--- config.mk ---
export PLATFORM = sky130hd
export DESIGN_NAME = regfile_wb_arbiter
export DESIGN_NICKNAME = d
export VERILOG_FILES = /design/src/rtl/cpu_pkg.sv /design/src/rtl/wb_prio_arb.sv /design/src/rtl/regfile_wb_arbiter.sv
export SDC_FILE = /design/constraint.sdc
export NUM_CORES = 1
export LEC_CHECK = 0
export CAP_MARGIN = 20
export CORE_ASPECT_RATIO = 1.25
export CORE_MARGIN = 3
export CORE_UTILIZATION = 41
export DETAILED_ROUTE_END_ITERATION = 8
export PLACE_DENSITY = 0.81
export SLEW_MARGIN = 5
export SYNTH_ARGS = -nofsm -noshare
export SYNTH_HDL_FRONTEND = slang
export SYNTH_SLANG_ARGS = --single-unit
--- constraint.sdc ---
create_clock -name CLK -period 4.59 [get_ports CLK]
set_input_delay 1.377 -clock CLK [delete_from_list [all_inputs] [get_ports CLK]]
set_output_delay 1.377 -clock CLK [all_outputs]
set_load 0.02 [all_outputs]
--- src/rtl/cpu_pkg.sv ---
// cpu_pkg: shared types and constants for the register-file writeback path.
//   DATA_W / ADDR_W : default register width and register address width
//   NUM_REGS        : number of architectural registers
//   wb_req_t        : one writeback request {addr, data}
//   gnt_e           : arbitration result (none / ALU / load path)
//   wb_state_e      : output-register occupancy
package cpu_pkg;

  localparam int DATA_W   = 8;
  localparam int ADDR_W   = 3;
  localparam int NUM_REGS = 2 ** ADDR_W;

  typedef struct packed {
    logic [ADDR_W-1:0] addr;
    logic [DATA_W-1:0] data;
  } wb_req_t;

  typedef enum logic [1:0] {
    GNT_NONE = 2'd0,
    GNT_ALU  = 2'd1,
    GNT_MEM  = 2'd2
  } gnt_e;

  typedef enum logic {
    ST_EMPTY = 1'b0,
    ST_FULL  = 1'b1
  } wb_state_e;

endpackage

--- src/rtl/wb_prio_arb.sv ---
// wb_prio_arb: writeback grant logic with ALU starvation protection.
//   CLK, RESET : clock and asynchronous active-high reset
//   alu_valid  : ALU writeback request
//   mem_valid  : load writeback request
//   space      : output register can take a write this cycle
//   grant      : combinational winner (GNT_NONE when nobody requests)
// The load path normally wins a contested cycle; after STARVE_LIMIT
// consecutive contested losses the ALU takes the next contested grant.
module wb_prio_arb
  import cpu_pkg::*;
#(
  parameter int STARVE_LIMIT = 4
) (
  input  logic CLK,
  input  logic RESET,
  input  logic alu_valid,
  input  logic mem_valid,
  input  logic space,
  output gnt_e grant
);

  localparam int CNT_W = $clog2(STARVE_LIMIT + 1);
  localparam logic [CNT_W-1:0] LIMIT = CNT_W'(STARVE_LIMIT);

  logic [CNT_W-1:0] starve_cnt_reg;
  logic             contested;

  assign contested = alu_valid & mem_valid;

  always_comb begin
    grant = GNT_NONE;
    if (contested) begin
      grant = (starve_cnt_reg == LIMIT) ? GNT_ALU : GNT_MEM;
    end else if (alu_valid) begin
      grant = GNT_ALU;
    end else if (mem_valid) begin
      grant = GNT_MEM;
    end
  end

  // Only contested cycles that actually transfer move the counter.
  always_ff @(posedge CLK or posedge RESET) begin
    if (RESET) begin
      starve_cnt_reg <= '0;
    end else if (contested && space) begin
      if (grant == GNT_ALU) begin
        starve_cnt_reg <= '0;
      end else if (starve_cnt_reg != LIMIT) begin
        starve_cnt_reg <= starve_cnt_reg + 1'b1;
      end
    end
  end

endmodule

--- src/rtl/regfile_wb_arbiter.sv ---
// regfile_wb_arbiter: shares the register file write port between the ALU
// result path and the load path through a one-entry output register.
//   CLK, RESET            : clock, asynchronous active-high reset
//   BUSY                  : memory stall, no write retires while high
//   ALU_VALID/ADDR/DATA   : ALU writeback request, ALU_READY accepts it
//   MEM_VALID/ADDR/DATA   : load writeback request, MEM_READY accepts it
//   WRITE/INADDRESS/IN    : register file write port
//   PEND_MASK             : one-hot of the held destination while WRITE=1
module regfile_wb_arbiter
  import cpu_pkg::*;
#(
  parameter int DATA_W       = cpu_pkg::DATA_W,
  parameter int ADDR_W       = cpu_pkg::ADDR_W,
  parameter int STARVE_LIMIT = 4
) (
  input  logic                 CLK,
  input  logic                 RESET,
  input  logic                 BUSY,
  input  logic                 ALU_VALID,
  input  logic [ADDR_W-1:0]    ALU_ADDR,
  input  logic [DATA_W-1:0]    ALU_DATA,
  output logic                 ALU_READY,
  input  logic                 MEM_VALID,
  input  logic [ADDR_W-1:0]    MEM_ADDR,
  input  logic [DATA_W-1:0]    MEM_DATA,
  output logic                 MEM_READY,
  output logic                 WRITE,
  output logic [ADDR_W-1:0]    INADDRESS,
  output logic [DATA_W-1:0]    IN,
  output logic [2**ADDR_W-1:0] PEND_MASK
);

  wb_state_e         state_reg;
  logic [ADDR_W-1:0] addr_reg;
  logic [DATA_W-1:0] data_reg;

  logic retire;
  logic space;
  logic alu_xfer;
  logic mem_xfer;
  gnt_e grant;

  assign retire = (state_reg == ST_FULL) && !BUSY;
  // RESET gates space so neither requester sees READY while reset is held.
  assign space  = !RESET && ((state_reg == ST_EMPTY) || retire);

  wb_prio_arb #(
    .STARVE_LIMIT(STARVE_LIMIT)
  ) u_arb (
    .CLK      (CLK),
    .RESET    (RESET),
    .alu_valid(ALU_VALID),
    .mem_valid(MEM_VALID),
    .space    (space),
    .grant    (grant)
  );

  assign ALU_READY = (grant == GNT_ALU) && space;
  assign MEM_READY = (grant == GNT_MEM) && space;
  assign alu_xfer  = ALU_VALID && ALU_READY;
  assign mem_xfer  = MEM_VALID && MEM_READY;

  // A new transfer takes priority over emptying, which gives back-to-back
  // writes with no bubble when the held write retires on the same edge.
  always_ff @(posedge CLK or posedge RESET) begin
    if (RESET) begin
      state_reg <= ST_EMPTY;
      addr_reg  <= '0;
      data_reg  <= '0;
    end else if (alu_xfer) begin
      state_reg <= ST_FULL;
      addr_reg  <= ALU_ADDR;
      data_reg  <= ALU_DATA;
    end else if (mem_xfer) begin
      state_reg <= ST_FULL;
      addr_reg  <= MEM_ADDR;
      data_reg  <= MEM_DATA;
    end else if (retire) begin
      state_reg <= ST_EMPTY;
    end
  end

  assign WRITE     = (state_reg == ST_FULL);
  assign INADDRESS = addr_reg;
  assign IN        = data_reg;

  genvar gi;
  generate
    for (gi = 0; gi < 2**ADDR_W; gi++) begin : g_mask
      assign PEND_MASK[gi] = WRITE && (addr_reg == ADDR_W'(gi));
    end
  endgenerate

endmodule
# After elaboration in Yosys (flattened, before gate mapping)
# Cells that the tools add are included.
# classes
addsub	1
eq_ne	11
muxes	13
bitwise	2
reduce_logical	23
# ops
cell	count
2-to-1 mux 8 bit	2
== test 3 bit, second input constant	5
logical AND 1 bit	15
2-to-1 mux 3 bit	4
2-to-1 mux 2 bit	4
== test 3 x 2 -> 1 bit, second input constant	2
nonzero test 2 bit	2
adder 3 x 1 -> 3 bit, second input constant	1
== test 3 x 1 -> 1 bit, second input constant	1
logical NOT 3 bit	1
2-to-1 mux 1 bit	3
inequality test 3 bit, second input constant	1
nonzero test 3 bit	1
== test 2 x 1 -> 1 bit, second input constant	1
== test 2 bit, second input constant	1
logical NOT 1 bit	2
AND reduction 2 bit	1
AND 1 bit	1
logical OR 1 bit	1
NOT 1 bit	1
# totals
ff_bits	15
output_inout_bits	22

# Depth between registers and ports, before layout
# Gate-level depths: netlist of the first run.
# logic_depth
depth_word	8
mapped_depth	6
ltp_nobuf	5

# Hierarchy
# Synthesis of the first run repeated with hierarchy kept, for this count alone.
# unflattened
cells_unflattened	117
area_unflattened_um2	969.7
# modules_own_cells
module	n_inst	cells_per_inst	area_per_inst_um2
regfile_wb_arbiter	1	97	768.2
wb_prio_arb	1	20	201.4

# Least setup slack after synthesis of the first run
# Ideal clock, no wire load.
# synth_timing
kind	in2out
from	input BUSY
to	output MEM_READY
arrival_ns	2.065
required_ns	3.213
slack_ns	1.148
cell_stages	3
path_buffers	1
cell_sequence	a21oi_4 > buf_2 > and3_1
# synth_between
elab_chain_cells	5
# synth_rtl
item	line	rtl
start: declaration	regfile_wb_arbiter.sv:18	input logic BUSY,
logical NOT 1 bit	regfile_wb_arbiter.sv:43	assign retire = (state_reg == ST_FULL) && !BUSY;
logical AND 1 bit	regfile_wb_arbiter.sv:43	
logical OR 1 bit	regfile_wb_arbiter.sv:45	assign space = !RESET && ((state_reg == ST_EMPTY) || retire);
logical AND 1 bit	regfile_wb_arbiter.sv:45	
logical AND 1 bit	regfile_wb_arbiter.sv:59	assign MEM_READY = (grant == GNT_MEM) && space;
end: declaration	regfile_wb_arbiter.sv:26	output logic MEM_READY,
# No other way between the ends.

# Worst setup path in the final report of the first run
# layout_timing
from	input ALU_VALID
to	output MEM_READY
# layout_between
elab_chain_cells	4
# layout_rtl
item	line	rtl
start: declaration	regfile_wb_arbiter.sv:19	input logic ALU_VALID,
2-to-1 mux 2 bit / AND 1 bit (equally long branches)	wb_prio_arb.sv:34, wb_prio_arb.sv:28	
2-to-1 mux 2 bit *	wb_prio_arb.sv:32	if (contested) begin
== test 2 bit *	regfile_wb_arbiter.sv:59	
logical AND 1 bit *	regfile_wb_arbiter.sv:59	
# Every way passes the cells marked *; elsewhere a longest branch is shown, timed or not.

==> summary.md, run 1 <==
| Metric | Value |
|---|---|
| Register-to-Register Path Depth | 5 |
| Commonest non-fill, non-tap cells in the layout | clkdlybuf4s50_1, dfrtp_1, nand3_1 |
| DRT antenna net count | 0 |
| #FFs+latches synth | 15 |
| Number of synthesized flops with an enable pin | 0 |
| Post-DP HPWL | 2200 um |
| Synth Net Count | 135 |
| Setup tns final | 0 ns |
| Inst Count DP | 181 |
| Layout cell share with drive strength beyond 1 | 8.39% |
| Ys Warns | 0 |
| Crit. End Element | primary output |
| Worst hold stages | 2 |
| Average vias per placed instance | 5.45 |
| Initial core utilization | 44.6% |
| PortBufs | 48 |
| Num CTS Buffers | 3 |
| Clk slew on worst S/H paths | 0.10 ns |
| First-pass GRT wire length | 4780 um |
| Worst slack at placement | 0.287 ns |
| Hold Violations, Final | 0 |
| Max Fclk | 0.232 GHz |
| Max reg flops | 8 |
| Power density cells | 361 nW/um2 |
| Vias | 1008 |
| Htree depth | 1 |
| Worst setup margin | 0.285 ns |
| Status | completed |
| Syn Inst Count | 106 |
| Iteration-0 DRC Markers | 24 |
| Non-filler cells, final | 185 |
| Setup Skew | 0.00424 ns |
| Initial DRT Pass Iterations | 4 |
| Drt drc | 0 |
| Ant. Diodes | 0 |
| Latest clock arrival within the worst-skew pair | 0.28 ns |
| Minimum clock period | 4.31 ns |
| Commonest non-fill, non-tap cell in the layout | clkdlybuf4s50_1 |
| Mapped Area | 913 um2 |
| Number of global-route vias before repair | 1065 |
| Max_cap viols | 0 |
| Num ports | 49 |
| Slew Limit Fails | 0 |
| Clock root cell | clkbuf_4 |
| Synth async-reset ratio | 100% |
| GRT Total Usage | 22.6% |
| Initial antenna violation count | 0 |
| Critical Path RT | 3.21 ns |
| Hold buffers post-CTS | 0 |
| WS Path Type | in -> out |
| Slew @ Worst Pin | 0.579 ns |
| Layout area overhead | 58.4% |
| Slew HR | 61.3% |
| Nets@finish | 185 |
| Worst min path class | reg -> reg |
| Final WL | 2830 um |
| RSZ-0062 raised after global routing | false |
| Leak Pwr | 0.588 nW |
| Final period util | 93.8% |
| Post-synth top flop | dfrtp_1 |
| Setup crit start kind | input port |
| Gpl congestion | 0.863 |
| Die Height | 58.8 um |
| Die X | 48.2 um |
| Pin count of the biggest net entering global routing | 16 |
| Post-layout util | 70.6% |
| CTS max path bufs | 2 |
| Setup violators final | 0 |
| VDD IR max | 0.221 mV |
| Wire per inst | 15.3 um |
| Site row count | 18 |
| CTS tree | built |
| Overall Power | 0.522 mW |
| Sequential area share after synthesis | 41.1% |
| Mean Syn Cell Area | 8.62 um2 |
| Die area | 2830 um2 |
| Fill cell count | 172 |
| CTS Sinks | 15 |
| Crit Path Max Fanout | 7 |
| Core box area | 2050 um2 |
| Synth cell types | 32 |
| Postcts setup bufs | 0 |
| Crit path DAT | 2.93 ns |
| Resized cells post-CTS | 0 |
| GRT overflow | 0 |
[where the power goes]
part | total (mW) | switching (mW) | internal [mW]
Sequential | 0.197 | 0.0328 | 0.165
Clock | 0.0785 | 0.0462 | 0.0323
Combinational | 0.246 | 0.128 | 0.118
Total | 0.522 | 0.207 | 0.315
[worst max-delay path, cell delays in order]
cell and delay, ns:
clkdlybuf4s50_1 0.62, nand3_1 0.18, and3_1 0.22, clkdlybuf4s50_1 0.53
[path summary, 6_finish.rpt]
path                       slack [ns]      endpoint                    start
setup / recovery                 0.28     MEM_READY                ALU_VALID
setup reg to reg                 2.99         IN[2]  u_arb.starve_cnt_reg[0]
min in group asynchronous        1.56  INADDRESS[2]                    RESET
max in group asynchronous        2.65         WRITE                    RESET
hold reg to reg                  0.57         IN[3]                    IN[3]
hold / removal                   0.57         IN[3]                    IN[3]
[Yosys cell counts, types with 2 or more instances]
master / number / area, um2
a21o_1: 2 / 15.0
a21oi_1: 11 / 55.1
a31oi_1: 11 / 68.8
buf_2: 4 / 20.0
dfrtp_1: 15 / 375
ha_1: 2 / 25.0
inv_1: 5 / 18.8
nand2_1: 5 / 18.8
nand2b_1: 3 / 18.8
nand3_1: 12 / 60.1
nor2_1: 6 / 22.5
nor3_1: 2 / 10.0
o21ai_1: 9 / 45.0
[layout make-up]
type | count | area (um2) | share of cell area (%)
Timing Repair Buffer | 52 | 510 | 35.3
Multi-Input combinational cell | 78 | 473 | 32.7
Sequential cell | 15 | 375 | 26.0
Tap cell | 30 | 37.5 | 2.60
Clock buffer | 3 | 22.5 | 1.56
Inverter | 6 | 22.5 | 1.56
Clock inverter | 1 | 5.00 | 0.346
[stage by stage]
step	cell area (um2)	hold slack [ns]
floorplan	913	0.517
global placement	1420	0.526
detailed placement	1420	0.541
CTS	1450	0.566
global route	1450	0.611
finish	1450	0.566
[cell families (layout without fill, tap and decap cells)]
kind of cell / count (synthesis) / in the layout / share of synthesized area (%)
AO/OA/AOI/OAI: 40 / 40 / 27.7
adder cells (fa/ha/maj): 2 / 2 / 2.74
buffers and inverters: 13 / 62 / 7.12
flip-flops: 15 / 15 / 41.1
multiplexers: 2 / 2 / 2.33
AND/OR/NAND/NOR: 34 / 34 / 19.0
[routing by layer]
metal | track usage (%) | vias up | part of all wire [%]
met5 | 0 | - | 0
met4 | 6.54 | 0 | 1.8
met3 | 2.45 | 6 | 4.7
met2 | 39.9 | 32 | 55
met1 | 27.4 | 484 | 38
li1 | - | 486 | -
(Power assumes the default switching activity.)
==> run 2: changes to the inputs <==
Settings changed: CORE_UTILIZATION 41 to 42, SYNTH_HIERARCHICAL set to 1.
==> summary.md, run 2 <==
| Metric | Value |
|---|---|
| R2R Setup Slk | 2.28 ns (-0.71 ns) |
| Largest family of logic cells by synthesized area | simple AND/OR/NAND/NOR gates |
| Final Cell Area | 1510 um2 (+4.2%) |
| Reg-to-reg critical path endpoint | INADDRESS[1] |
| Crit path DAT | 3.03 ns (+0.10 ns) |
| Final WL | 2530 um (-10%) |
| Post-synth top flop | dfrtp_1 |
| Vias | 1003 (-0.50%) |
| PortBufs | 48 (unchanged) |
| Met1 global-route usage | 21.8% (-5.6 points) |
| Mux contribution to synthesized area | 2.32% (-0.0062 points) |
| Syn Inst Count | 117 (+10%) |
| Setup tns final | 0 ns (unchanged) |
| Synth Net Count | 146 (+8.1%) |
| Setup Skew | 0.00500 ns (+0.000764 ns) |
| Worst min path class | reg -> reg |
| Inst Count DP | 192 (+6.1%) |
| Simple-gate share of the synthesized area | 25.8% (+6.8 points) |
| Final period util | 95.9% (+2.1 points) |
| Busiest layer in global routing | met2 |
| Max stage delay on crit path | 0.63 ns (about the same) |
| Crit Path Max Fanout | 4 (-3) |
| Pin count of the biggest net entering global routing | 36 (+20) |
| Commonest non-fill, non-tap cells in the layout | clkdlybuf4s50_1, inv_1, dfrtp_1 |
| DRT antenna net count | 0 (unchanged) |
| Die area | 2920 um2 (+3.2%) |
| FF-to-FF Start | u_arb/starve_cnt_reg[0] |
| Buf/Inv on CP | 2 (unchanged) |
| First-pass GRT wire length | 4370 um (-8.5%) |
| Gpl congestion | 0.708 (-18%) |
| Commonest non-fill, non-tap cell in the layout | clkdlybuf4s50_1 |
| Mapped Area | 970 um2 (+6.2%) |
| Slew @ Worst Pin | 0.509 ns (-0.0702 ns) |
| Minimum clock period | 4.40 ns (+0.0982 ns) |
| Post-DP HPWL | 1990 um (-9.4%) |
| Synth cell types | 26 (-19%) |
| Crit path from | ALU_VALID |
| Synth async-reset ratio | 100% (unchanged) |
| Iteration-0 DRC Markers | 15 (-38%) |
| Hold Violations, Final | 0 (unchanged) |
| Num ports | 49 (unchanged) |
| Initial DRT Pass Iterations | 3 (-1) |
| Setup violators final | 0 (unchanged) |
| Initial antenna violation count | 0 (unchanged) |
| Clock root cell | clkbuf_4 |
| Drt drc | 0 (unchanged) |
| VDD IR max | 0.354 mV (+60%) |
| GRT Total Usage | 19.0% (-3.6 points) |
| Dominant cell type by area after synthesis | dfrtp_1 |
| Top-count cell post-synth | inv_1 |
| Setup crit start kind | input port |
| Post-Synth XOR/XNOR Area | 0% (unchanged) |
| #FFs+latches synth | 15 (unchanged) |
| Synth area leaders | dfrtp_1, a31oi_1, or3_1, nor3_1, inv_1 |
| Site row count | 18 (unchanged) |
| Critical Path RT | 3.21 ns (about the same) |
| Ys Warns | 6 (+6) |
| Num CTS Buffers | 3 (unchanged) |
| Register-to-Register Path Depth | 7 (+2) |
| Postcts setup bufs | 0 (unchanged) |
| Non-filler cells, final | 196 (+5.9%) |
| Sequential area share after synthesis | 38.7% (-2.4 points) |
| GRT overflow | 0 (unchanged) |
| Worst path cell trace | clkdlybuf4s50_1, a21boi_1, nor3b_1, clkdlybuf4s50_1 |
| Status | completed |
| Number of synthesized flops with an enable pin | 0 (unchanged) |
| Top cell type's share of synthesized area | 38.7% (-2.4 points) |
| Layout area overhead | 55.5% |
| Fill cell count | 193 (+12%) |
| Power density cells | 435 nW/um2 (+20%) |
| Core box area | 2070 um2 (+1.1%) |
| Worst setup margin | 0.187 ns (-0.0982 ns) |
| Max Fclk | 0.227 GHz (-2.2%) |
| CTS tree | built |
| Levels on crit path | 4 (unchanged) |
| Clk slew on worst S/H paths | 0.09 ns (about the same) |
| Max reg flops | 8 (unchanged) |
| Nets@finish | 196 (+5.9%) |
| Top cells by count, synth | inv_1, dfrtp_1, nor3_1, a31oi_1, o21ai_0 |
| Compound-Gate Fraction of Synth Area | 20.3% (-7.4 points) |
| Crit. End Element | primary output |
| Average vias per placed instance | 5.12 (-6.1%) |
| Layout cell share with drive strength beyond 1 | 7.23% (-1.2 points) |
| Cell family with most CP delay | buffers and inverters |
| DP Area | 1480 um2 (+4.4%) |
| Worst slack at placement | 0.0343 ns (-0.253 ns) |
| Die X | 49.0 um (+1.6%) |
| Leak Pwr | 0.628 nW (+6.8%) |
| Number of global-route vias before repair | 980 (-8.0%) |
| Most frequent CP cell | clkdlybuf4s50_1 |
| GRT met3 Usage | 3.99% (+1.5 points) |
| Slew Limit Fails | 0 (unchanged) |
| Post-layout util | 72.8% (+2.2 points) |
| Ant. Diodes | 0 (unchanged) |
| Wire per inst | 12.9 um (-15%) |
| Slew HR | 65.9% (+4.6 points) |
| CTS max path bufs | 2 (unchanged) |
| Htree depth | 1 (unchanged) |
| Mean Syn Cell Area | 8.29 um2 (-3.8%) |
| Setup crit end | ALU_READY |
| RSZ-0062 raised after global routing | false |
| Initial core utilization | 46.8% (+2.2 points) |
| WS Path Type | in -> out |
| CTS Sinks | 15 (unchanged) |
| Die Height | 59.7 um (+1.6%) |
| Latest clock arrival within the worst-skew pair | 0.29 ns (about the same) |
| Max_cap viols | 0 (unchanged) |
| Post-Synth Adder-Cell Area | 2.58% (-0.16 points) |
| Met2 Resource Use GR | 35.3% (-4.6 points) |
| Slowest CP cell | clkdlybuf4s50_1 |
-- run 2: changes by cell type in the layout (fill, tap and decap cells not counted), sizes merged, moves of 11 or more --
| cell | previous run | this run |
|---|---|---|
| a21oi | 12 | 1 |
| inv | 6 | 17 |
| nor3 | 2 | 13 |
| or3 | 0 | 11 |
| nand3 | 13 | 1 |
-- run 2: worst min-delay path by stage --
stage                                       start                      end  slack (ns)  cells past startpoint
final                     u_arb/starve_cnt_reg[1]  u_arb/starve_cnt_reg[1]        0.53                      1
after floorplan           u_arb/starve_cnt_reg[1]  u_arb/starve_cnt_reg[1]        0.49                      1
after CTS                 u_arb/starve_cnt_reg[1]  u_arb/starve_cnt_reg[1]        0.53                      1
after global routing      u_arb/starve_cnt_reg[1]  u_arb/starve_cnt_reg[1]        0.56                      1
after global placement    u_arb/starve_cnt_reg[1]  u_arb/starve_cnt_reg[1]        0.51                      1
after detailed placement  u_arb/starve_cnt_reg[1]  u_arb/starve_cnt_reg[1]        0.51                      1
-- run 2: metrics by stage --
| stage | hold slack (ns) | total power, mW |
|---|---|---|
| 6_report | 0.531 | 0.656 |
| 5_1_grt | 0.563 | 0.705 |
| 4_1_cts | 0.532 | 0.660 |
| 3_5_place_dp | 0.512 | 0.584 |
| 3_3_place_gp | 0.506 | 0.568 |
| 2_1_floorplan | 0.491 | 0.420 |
-- run 2: logic make-up after synthesis --
logic type / after synthesis
multiplexers: 2
buffers and inverters: 24
adder cells (fa/ha/maj): 2
flip-flops: 15
AND/OR/NAND/NOR: 43
AO/OA/AOI/OAI: 31
-- run 2: power breakdown --
part           switching (mW)  leakage, nW  internal (mW)  total, mW
registers              0.0465        0.180          0.188      0.235
clock network          0.0438       0.0150         0.0338     0.0776
logic                   0.168        0.432          0.175      0.343
-- run 2: repair_timing --
item                       CTS  global route
gates resized for setup      0             1
hold buffers                 0             0
setup endpoints to repair    0             1
-- run 2: cell type report --
type	count	area, um2	area share (%)
Clock buffer	4	26.3	1.74
Inverter	17	63.8	4.23
Multi-Input combinational cell	78	494	32.8
Sequential cell	15	375	24.9
Tap cell	30	37.5	2.49
Timing Repair Buffer	52	510	33.9
-- run 2: routing by layer --
metal,vias up,part of all wire [%],wire (um)
li1,507,-,-
met1,462,44,1110
met2,32,50,1260
met3,2,5.5,140
met4,0,0.67,17
met5,-,0,0
==> run 3: changes to the inputs <==
Settings changed: GPL_ROUTABILITY_DRIVEN set to 1.
==> results of run 3 <==
The final DEF is identical to that of run 2; final timing and power are the same.
